--- config.mk ---
export PLATFORM = sky130hd
export DESIGN_NAME = bip_fetch_control
export DESIGN_NICKNAME = d
export VERILOG_FILES = /design/src/rtl/bip_fetch_control.sv
export SDC_FILE = /design/constraint.sdc
export NUM_CORES = 1
export LEC_CHECK = 0
export CELL_PAD_IN_SITES_DETAIL_PLACEMENT = 1
export CELL_PAD_IN_SITES_GLOBAL_PLACEMENT = 2
export CORE_UTILIZATION = 32
export DETAILED_ROUTE_END_ITERATION = 8
export GPL_TIMING_DRIVEN = 0
export PLACE_DENSITY = 0.86
export REMOVE_ABC_BUFFERS = 1
export SLEW_MARGIN = 30
export SYNTH_ARGS = -nofsm -noshare
export SYNTH_HDL_FRONTEND = slang
export SYNTH_SLANG_ARGS = --single-unit
--- constraint.sdc ---
create_clock -name clk -period 3.55 [get_ports clk]
set_clock_uncertainty 0.1 [all_clocks]
set_input_delay 0.355 -clock clk [delete_from_list [all_inputs] [get_ports clk]]
set_output_delay 0.355 -clock clk [all_outputs]
set_load 0.05 [all_outputs]
--- src/rtl/bip_fetch_control.sv ---
// BIP fetch/sequencing stage: program counter, instruction register and run control.
// Each instruction takes FETCH -> WAIT -> EXEC with no overlap; a cycle counter times the run.
module bip_fetch_control #(
  parameter int PC_WIDTH  = 11,
  parameter int CNT_WIDTH = 32
) (
  input  logic                 clk,
  input  logic                 rst,
  input  logic                 start,
  output logic [PC_WIDTH-1:0]  prog_addr,
  output logic                 prog_rd,
  input  logic [15:0]          prog_data,
  input  logic                 wr_pc,
  output logic [4:0]           opcode,
  output logic [10:0]          operand,
  output logic                 instr_valid,
  output logic                 busy,
  output logic                 halted,
  output logic [CNT_WIDTH-1:0] cycle_count
);

  typedef enum logic [2:0] {IDLE, FETCH, WAIT, EXEC, HALT} state_t;

  state_t               state, nextState;
  logic [PC_WIDTH-1:0]  pc;
  logic [15:0]          ir;
  logic [CNT_WIDTH-1:0] cnt;
  logic                 launch;
  logic                 isHlt;

  assign launch = start && (state == IDLE || state == HALT);
  assign isHlt  = (ir[15:11] == 5'b00000);

  always_ff @(posedge clk or posedge rst) begin
    if (rst) state <= IDLE;
    else     state <= nextState;
  end

  always_comb begin
    nextState = state;
    case (state)
      IDLE:    if (start) nextState = FETCH;
      FETCH:   nextState = WAIT;
      WAIT:    nextState = EXEC;
      EXEC:    nextState = isHlt ? HALT : FETCH;
      HALT:    if (start) nextState = FETCH;
      default: nextState = IDLE;
    endcase
  end

  always_comb begin
    prog_rd     = (state == FETCH);
    instr_valid = (state == EXEC);
    busy        = (state == FETCH) || (state == WAIT) || (state == EXEC);
    halted      = (state == HALT);
  end

  // A stalled EXEC (wr_pc low) leaves pc alone, so the next FETCH rereads the same word.
  always_ff @(posedge clk or posedge rst) begin
    if (rst)                                  pc <= '0;
    else if (launch)                          pc <= '0;
    else if (state == EXEC && !isHlt && wr_pc) pc <= pc + PC_WIDTH'(1);
  end

  always_ff @(posedge clk or posedge rst) begin
    if (rst)                ir <= '0;
    else if (state == WAIT) ir <= prog_data;
  end

  // Saturating so very long runs report "at least" rather than a wrapped small value.
  always_ff @(posedge clk or posedge rst) begin
    if (rst)         cnt <= '0;
    else if (launch) cnt <= '0;
    else if (busy && cnt != {CNT_WIDTH{1'b1}}) cnt <= cnt + CNT_WIDTH'(1);
  end

  assign prog_addr   = pc;
  assign opcode      = ir[15:11];
  assign operand     = ir[10:0];
  assign cycle_count = cnt;

endmodule

=== After elaboration in Yosys (flattened, before gate mapping) ===
Index checks and enable logic that the tools add are counted.
Widths: inputs -> output; s select.

* Register bits after elaboration: 62
* Input bits: 20
* Output and inout bits: 63
* Word-level logic and storage cells: 32

* $add $sub $neg: 2
* Equal/unequal tests: 6
* Multiplexer cells: 7
* Reduce and logical (&&, ||, !) cells: 13

{| class="wikitable"
|+ Operators with widths
! operator !! number
|-
| $mux 32 || 2
|-
| $add 32x1->32 const B || 1
|-
| $ne 32x32->1 const B || 1
|-
| $mux 11 || 2
|-
| $pmux 3 s4 || 1
|-
| $add 11x1->11 const B || 1
|-
| $eq 3x2->1 const B || 2
|-
| $mux 3 || 2
|-
| $logic_not 5->1 || 1
|-
| $logic_and 1x1->1 || 4
|-
| $reduce_bool 2->1 || 2
|-
| $eq 3x1->1 const B || 1
|-
| $eq 3x3->1 const B || 1
|-
| $logic_not 3->1 || 1
|-
| $logic_or 1x1->1 || 3
|-
| $ne 2x1->1 const B || 1
|-
| $reduce_or 2->1 || 1
|-
| $logic_not 1->1 || 1
|}

=== Depth between registers and ports, before layout ===
Gate-level depths: netlist of run 1.

* Word-level depth: 6
* Gate-level depth with buffers: 9
* Mapped depth without buffers: 6

=== Least setup slack after synthesis of run 1 ===
No wires, ideal clock.

* Kind: reg-to-reg
* Start point: reg cnt[11] (netlist: cycle_count[11])
* End point: reg cnt[31] (netlist: cycle_count[31])
* Setup time: 0.078 ns
* Arrival time: 2.601 ns
* Required time: 3.372 ns
* Path slack: 0.771 ns
* Cell stages (with the launch flop): 8
* Buffers on the path: 2
* Clock period less this slack: 2.779 ns
* Cell sequence: dfrtp_1 nand3_1 or4_1 buf_2 or3_1 clkbuf_2 or4_1 a21oi_1

* Word-level cells in the longest chain between the ends: 3
* Elaborated cells on any way between the ends: 6
* Those cells by class: add/sub: 1; eq/ne: 1; mux: 2; reduce/logical: 2

{| class="wikitable"
|+ Ends and longest elaborated chain
! what !! RTL line !! text
|-
| from (decl) || 27 || <nowiki>logic [CNT_WIDTH-1:0] cnt;</nowiki>
|-
| from (signal assigned) || 74 || <nowiki>else if (busy && cnt != {CNT_WIDTH{1'b1}}) cnt <= cnt + CNT_WIDTH'(1);</nowiki>
|-
| $add 32x1->32 or $ne 32x32->1 (tied branches) || 74 ||
|-
| $mux 32 or $logic_and 1x1->1 (tied branches) || 74 ||
|-
| $mux 32 or $reduce_bool 2->1 (tied branches) || n/a ||
|}

Several ways; a longest one is shown, not always the timed one. The select of a mux whose other input is x is not followed.
A chain may end at the register's enable or synchronous reset.

=== Worst setup path in the final report of run 1 ===
* Start point: reg state[1]
* End point: out busy

* Word-level cells in the longest chain between the ends: 3
* Elaborated cells on any way between the ends: 5
* Those cells by class: eq/ne: 3; reduce/logical: 2

{| class="wikitable"
|+ Ends and longest elaborated chain
! what !! RTL line !! text
|-
| from (decl) || 24 || <nowiki>state_t state, nextState;</nowiki>
|-
| from (signal assigned) || 36 || <nowiki>else state <= nextState;</nowiki>
|-
| $eq 3x1->1 or $eq 3x2->1 (tied branches) || 54 || <nowiki>busy = (state == FETCH) || (state == WAIT) || (state == EXEC);</nowiki>
|-
| $logic_or 1x1->1 || 54 ||
|-
| $logic_or 1x1->1 * || 54 ||
|-
| to (decl) || 17 || <nowiki>output logic busy,</nowiki>
|}

Mark *: on every way between the ends. The rest lies on a longest branch, timed or not.

==> results.ini, run 1 <==
[clocking]
postCtsSetupRepairBufs=0
clk_transition_reported_paths_ns=0.07
clock-sinks=62
ctsResizeCount=0
h-tree-depth=3
cts_max_path_buffers=2
root_buffer=clkbuf_8
holdBufCountCts=0
cts_made_buffers=9
clk_latency_ns=0.34
cts_tree=yes

[grt]
grt_antenna_before_repair=0
grtUsageTotal_pct=19.87
grt_pass1_vias=3091
grt_overflow=0
grt_pass1_wl_mm=15.93
grt_start_max_net_pins=45

[synthesis]
synth.yosys.seq_area_share_pct=48.04
syn_area_per_cell_um2=9.583
synth-simple-area-share_pct=22.98
synth_top_family_by_area=simple AND/OR/NAND/NOR gates
muxShareOfSynthArea_pct=7.129
synth.distinct_cells=45
synth-compound-area-share_pct=15.30
yosysWarningCount=0
synth-async-reset-ratio_pct=100.0
synth_fa_ha_area_share_pct=0.7749
yosys_register_bits=62
synth_ff_type=dfrtp_1
synthesis.area_mm2=0.003229
synth_edf_count=0
syn_inst=337
synthXorXnorAreaFrac_pct=1.627

[placed_design]
port_buffers=82
gp_congestion=0.7482
post-place-ws_ns=0.4239
post-dp-hpwl_mm=6.644

[final_layout]
n_antenna_cell=0
layout.nets=435
drive_above_1_share_pct=11.48
areaGrowthSynthToFinish_pct=35.92

[route]
firstDrtPassIters=4
num_vias=3001
dr.first_iter.drc_count=145
drc=0
totalWireLength_mm=9.600
antenna_left=0
routed_via_density=5.446
avgRoutedWirePerCell_um=17.42

[min_path]
hp-class=input port to asynchronous set/reset pin

[job]
drv_cap=0

[pwr]
ir_drop_mv=0.4782
cellLeakagePower_nw=1.753
cellPowerDensity_mw_per_mm2=830.1

[sta]
min_period_ns=3.356
tns_ns=0
setup_viol=0
fmax_mhz=298.0
worst-slew-pin-transition_ns=0.9806
fin_ws_ns=0.1942
slew_viol_final=0
final-hold-violation-count=0
rsz0062_at_grt=false
post-route-period-util_pct=94.53
max_slew_margin_pct=34.62

[status]
status=complete, no violations

[worst_setup_path]
cp_max_fo=29
crit_required_ns=3.09
crit_type=flop to output pin
worstSetupEndpointType=output pin
cp_data_arrival_time_ns=2.90
cp-start-kind=flop

[floorplanning]
die_area_mm2=0.01050
coreArea_mm2=0.009774
ios=83
initial_utilization_pct=33.04
dieWidth_um=102.5
die_h_um=102.5
rows=36

[placed cells by master (no fill, tap or decap), types with 4 or more instances in the layout]
| master | instances |
|---|---|
| nand2_1 | 34 |
| or3_1 | 8 |
| a31oi_1 | 19 |
| and2_1 | 4 |
| clkdlybuf4s50_1 | 82 |
| a31o_2 | 7 |
| mux2i_1 | 5 |
| clkbuf_8 | 11 |
| dfrtp_1 | 62 |
| nor4_1 | 6 |
| o211ai_1 | 6 |
| mux2_2 | 16 |
| xnor2_1 | 5 |
| nor2_1 | 22 |
| o21ai_0 | 10 |
| a21oi_1 | 9 |
| nand3_1 | 18 |
| nor3_1 | 8 |
| nand4_1 | 8 |
| and4_1 | 7 |
| and3_1 | 8 |
| inv_1 | 15 |
[sequential cells by signal, summed over array words and instances (netlist names)]
signal       flops
state            3
cycle_count     32
ir              16
prog_addr       11
[logic make-up after synthesis]
logic type | count (synthesis)
buffers and inverters | 35
XOR/XNOR | 6
flip-flops | 62
multiplexers | 21
adder cells (fa/ha/maj) | 2
AND/OR/NAND/NOR | 140
AO/OA/AOI/OAI | 71
[worst paths after layout]
kind                                             start                           to  slack [ns]  cells after the start
min reg2reg                          ir[8]$_DFFE_PP0P_            ir[8]$_DFFE_PP0P_        0.40                      1
max reg2reg                cycle_count[11]$_DFFE_PP0P_  cycle_count[15]$_DFFE_PP0P_        0.41                      5
max in group asynchronous                          rst     prog_addr[1]$_DFFE_PP0P_        2.63                      3
max                               state[1]$_DFFE_PP0P_                         busy        0.19                      4
min in group clk                     ir[8]$_DFFE_PP0P_            ir[8]$_DFFE_PP0P_        0.40                      1
min                                                rst            ir[3]$_DFFE_PP0P_        0.21                      2
[Yosys cell counts, types with 4 or more instances]
library cell / number / area (um2)
and4_1: 7 / 61.31
a21oi_1: 9 / 45.04
xnor2_1: 5 / 43.79
and2_1: 4 / 25.02
a31o_2: 7 / 61.31
inv_1: 17 / 63.81
nor4_1: 6 / 37.54
nand2_1: 34 / 127.6
a31oi_1: 19 / 118.9
nor2_1: 22 / 82.58
mux2i_1: 5 / 50.05
or3_1: 8 / 50.05
o211ai_1: 6 / 45.04
nand4_1: 8 / 50.05
and3_1: 8 / 50.05
nand3_1: 19 / 95.09
clkbuf_1: 14 / 52.55
nor3_1: 8 / 40.04
o21ai_0: 11 / 55.05
mux2_2: 16 / 180.2
dfrtp_1: 62 / 1551
[critical path: stages, from the launching register on]
cell and delay, ns:
dfrtp_1 0.40, nor2_1 0.20, or2_2 0.44, clkinvlp_4 0.62, clkdlybuf4s50_1 0.89
[per-stage QoR]
step / utilization, % / area (um2) / total power [mW] / cells / hold WS (ns)
global placement: 42.42 / 4146 / 2.966 / 534 / 0.3822
detailed placement: 42.82 / 4185 / 3.017 / 535 / 0.3956
global route: 44.91 / 4389 / 3.836 / 551 / 0.2327
CTS: 44.87 / 4385 / 3.667 / 551 / 0.2122
finish: 44.91 / 4389 / 3.644 / 551 / 0.2085
floorplan: - / 3159 / 2.343 / 319 / 0.3441
[routing by layer]
layer | wire [um] | up-vias | GRT usage (%)
met2 | 4666 | 56 | 32.00
met3 | 311 | 12 | 3.352
met1 | 4492 | 1526 | 27.16
li1 | - | 1407 | -
met4 | 129 | 0 | 6.374
met5 | 0 | - | 0
[where the power goes]
part | switching, mW | internal (mW)
Combinational | 1.26 | 0.632
Sequential | 0.206 | 0.903
Clock | 0.284 | 0.359
Total | 1.75 | 1.89
[area by class of cell]
class,count,area [um2]
Clock buffer,12,155.1
Clock inverter,4,45.04
Fill cell,1132,5385
Inverter,17,70.07
Multi-Input combinational cell,240,1553
Sequential cell,62,1551
Tap cell,133,166.4
Timing Repair Buffer,83,848.3
Power figures use the tool's default switching activity.
==> run 2, diff against run 1 <==
- ABC_AREA: default -> 1
- CELL_PAD_IN_SITES_DETAIL_PLACEMENT: 1 -> default
- CELL_PAD_IN_SITES_GLOBAL_PLACEMENT: 2 -> default
- CORE_UTILIZATION: 32 -> 50
- PLACE_DENSITY: 0.86 -> 0.81
==> run 2 against run 1 <==
Against the previous run: non-clock buffer count stayed put; via count is 15% higher; synthesized area is 13% higher; worst setup slack better by 0.87 ns; die area is 27% lower; sequential power is 8% higher; cell area is 7.3% higher; critical path type unchanged; highest routed layer unchanged.
==> results.ini, run 2 <==
[status]
status=complete, no violations  ; unchanged

[placed_design]
dp_cells=648  ; was 535
post-place-ws_ns=1.306  ; was 0.4239 ns
port_buffers=82  ; unchanged
post-dp-hpwl_mm=6.378  ; was 6.644 mm
gp_congestion=0.9123  ; was 0.7482

[pwr]
ir_drop_mv=0.5540  ; was 0.4782 mV
swShare_pct=51.54  ; was 48.01%
comb_power_share_pct=55.7  ; was 51.9%
cellPowerDensity_mw_per_mm2=858.4  ; was 830.1 mW/mm2
p_total_mw=4.042  ; was 3.644 mW
cellLeakagePower_nw=2.048  ; was 1.753 nW
switchingPower_mw=2.083  ; was 1.749 mW
power_frac_seq_pct=29.6  ; was 30.4%
clkPwrFrac_pct=14.7  ; was 17.7%
intPower_mw=1.959  ; was 1.894 mW

[clocking]
clock-sinks=62  ; unchanged
clk_transition_reported_paths_ns=0.08  ; was 0.07 ns
cts_max_path_buffers=2  ; unchanged
postCtsSetupRepairBufs=0  ; unchanged
ctsResizeCount=0  ; unchanged
holdBufCountCts=0  ; unchanged
h-tree-depth=3  ; unchanged
cts_tree=yes  ; unchanged
root_buffer=clkbuf_8  ; unchanged
cts_made_buffers=9  ; unchanged
clk_latency_ns=0.34  ; about the same

[worst_setup_path]
cpPeakStageDelay_ns=0.84  ; was 0.89 ns
path_cells=nor2_4 > inv_1 > nor2_1 > clkdlybuf4s50_1  ; was nor2_1 > or2_2 > clkinvlp_4 > clkdlybuf4s50_1
slowest_stage=clkdlybuf4s50_1  ; unchanged
crit_required_ns=3.09  ; about the same
cp_data_arrival_time_ns=2.03  ; was 2.90 ns
cp-start-kind=flop  ; unchanged
worstSetupEndpointType=output pin  ; unchanged
cp_max_fo=3  ; was 29
crit_type=flop to output pin  ; unchanged

[grt]
grt_start_max_net_pins=43  ; was 45
grt_pass1_vias=3209  ; was 3091
grt_antenna_before_repair=0  ; unchanged
grtUsageTotal_pct=24.79  ; was 19.87%
grt_pass1_wl_mm=14.49  ; was 15.93 mm
grt_overflow=0  ; unchanged

[synthesis]
syn_inst=477  ; was 337
synth.distinct_cells=39  ; was 45
synth-async-reset-ratio_pct=100.0  ; unchanged
synth_edf_count=0  ; unchanged
ys_top_cells_by_area=dfrtp_1 (43%), nand2_1 (17%), nor2_1 (6.1%)  ; was dfrtp_1 (48%), mux2_2 (5.6%), nand2_1 (4.0%)
netlist_top_cells_count=nand2_1 (169), dfrtp_1 (62), nor2_1 (59), inv_1 (43), nand3_1 (31)  ; was dfrtp_1 (62), nand2_1 (34), nor2_1 (22), a31oi_1 (19), nand3_1 (19)
synthesis.area_mm2=0.003642  ; was 0.003229 mm2
synth.yosys.seq_area_share_pct=42.60  ; was 48.04%
synth_top_area_share_pct=42.60  ; was 48.04%
yosys_register_bits=62  ; unchanged
syn_area_per_cell_um2=7.636  ; was 9.583 um2
synth_most_common_cell=nand2_1  ; was dfrtp_1
synth_ff_type=dfrtp_1  ; unchanged
yosysWarningCount=0  ; unchanged
yosysTopAreaCell=dfrtp_1  ; unchanged

[route]
firstDrtPassIters=5  ; was 4
antenna_left=0  ; unchanged
num_vias=3437  ; was 3001
drc=0  ; unchanged
avgRoutedWirePerCell_um=13.24  ; was 17.42 um
dr.first_iter.drc_count=203  ; was 145
totalWireLength_mm=8.791  ; was 9.600 mm
routed_via_density=5.176  ; was 5.446

[final_layout]
instances_no_fill=664  ; was 551
n_antenna_cell=0  ; unchanged
final_cell_mix=nand2_1 (169), clkdlybuf4s50_1 (82), dfrtp_1 (62)  ; was clkdlybuf4s50_1 (82), dfrtp_1 (62), nand2_1 (34)
drive_above_1_share_pct=11.09  ; was 11.48%
seqCellArea_mm2=0.001551  ; unchanged
layout.nets=585  ; was 435
multi_input_area_mm2=0.001832  ; was 0.001553 mm2
fillers=583  ; was 1132
areaGrowthSynthToFinish_pct=29.27  ; was 35.92%
layout_commonest_cell=nand2_1  ; was clkdlybuf4s50_1
largest_reg_flops=32  ; unchanged

[sta]
tns_ns=0  ; unchanged
fin_hold_ws_ns=0.2119  ; was 0.2085 ns
setup_viol=0  ; unchanged
fin_ws_ns=1.060  ; was 0.1942 ns
max_slew_margin_pct=37.12  ; was 34.62%
min_period_ns=2.490  ; was 3.356 ns
post-route-period-util_pct=70.13  ; was 94.53%
slew_viol_final=0  ; unchanged
worst-slew-pin-transition_ns=0.9432  ; was 0.9806 ns
final-hold-violation-count=0  ; unchanged
rsz0062_at_grt=false  ; unchanged
fmax_mhz=401.7  ; was 298.0 MHz

[floorplanning]
die_h_um=87.35  ; was 102.5 um
die_area_mm2=0.007630  ; was 0.01050 mm2
coreArea_mm2=0.006907  ; was 0.009774 mm2
ios=83  ; unchanged
dieWidth_um=87.35  ; was 102.5 um
rows=30  ; was 36
initial_utilization_pct=52.74  ; was 33.04%

[job]
drv_cap=0  ; unchanged

[min_path]
hp-class=input port to asynchronous set/reset pin  ; unchanged

## run 2: cell count changes in the layout (fill, tap and decap cells not counted), moves of 9 or more
cell     before  now
nand2_1      34  169
nor2_1       22   59
xor2_1        1   10
a31oi_1      19    0
inv_1        15   42
nand3_1      18   31
mux2_2       16    0
## run 2: worst paths after layout
| check | cells past startpoint | from | slack (ns) | end |
|---|---|---|---|---|
| max | 4 | state[0]$_DFFE_PP0P_ | 1.06 | halted |
| min | 2 | rst | 0.21 | ir[11]$_DFFE_PP0P_ |
| max reg2reg | 8 | cycle_count[0]$_DFFE_PP0P_ | 1.31 | cycle_count[28]$_DFFE_PP0P_ |
| min reg2reg | 2 | ir[9]$_DFFE_PP0P_ | 0.37 | ir[9]$_DFFE_PP0P_ |
| max in group asynchronous | 3 | rst | 2.63 | cycle_count[24]$_DFFE_PP0P_ |
| min in group clk | 2 | ir[9]$_DFFE_PP0P_ | 0.37 | ir[9]$_DFFE_PP0P_ |
## run 2: cells by family (layout without fill, tap and decap cells)
| family | Yosys count | count (layout) | synth area share [%] |
|---|---|---|---|
| flip-flops | 62 | 62 | 42.60 |
| AO/OA/AOI/OAI | 45 | 45 | 9.104 |
| adder cells (fa/ha/maj) | 2 | 2 | 0.6869 |
| AND/OR/NAND/NOR | 300 | 300 | 37.38 |
| XOR/XNOR | 13 | 13 | 3.126 |
| buffers and inverters | 55 | 146 | 7.111 |
## run 2: final cells by class
class,instances,share of cell area [%]
multi-input cells,360,38.91
flip-flops and latches,62,32.95
repair buffers,83,17.86
inverters,47,3.853
clock buffers,12,2.870
well taps,96,2.551
clock inverters,4,1.010
## run 2: metal layers
layer	routed length, um	vias up	GRT usage, %
met2	4220	96	40.41
met1	4045	1626	31.91
met5	0	-	0
met4	154	0	9.985
li1	-	1698	-
met3	371	17	5.498
## run 2: through the flow
step / util (%) / cell area, um2
floorplan: - / 3562
global placement: 65.20 / 4503
detailed placement: 65.53 / 4526
CTS: 68.17 / 4708
global route: 68.17 / 4708
finish: 68.17 / 4708
## run 2: power by group through the flow
| stage | Sequential [mW] | Clock (mW) | Combinational [mW] |
|---|---|---|---|
| detailed placement | 1.20 | 0 | 2.26 |
| finish | 1.20 | 0.596 | 2.25 |
| global placement | 1.20 | 0 | 2.22 |
| global route | 1.23 | 0.635 | 2.39 |
| CTS | 1.19 | 0.609 | 2.26 |
| floorplan | 1.90 | 0 | 0.842 |
## run 2: worst max-delay path, delay by kind of cell (launching register included)
family,cells,cell delay (ns)
buf+inv,2,0.94
simple gates,2,0.30
flops,1,0.45
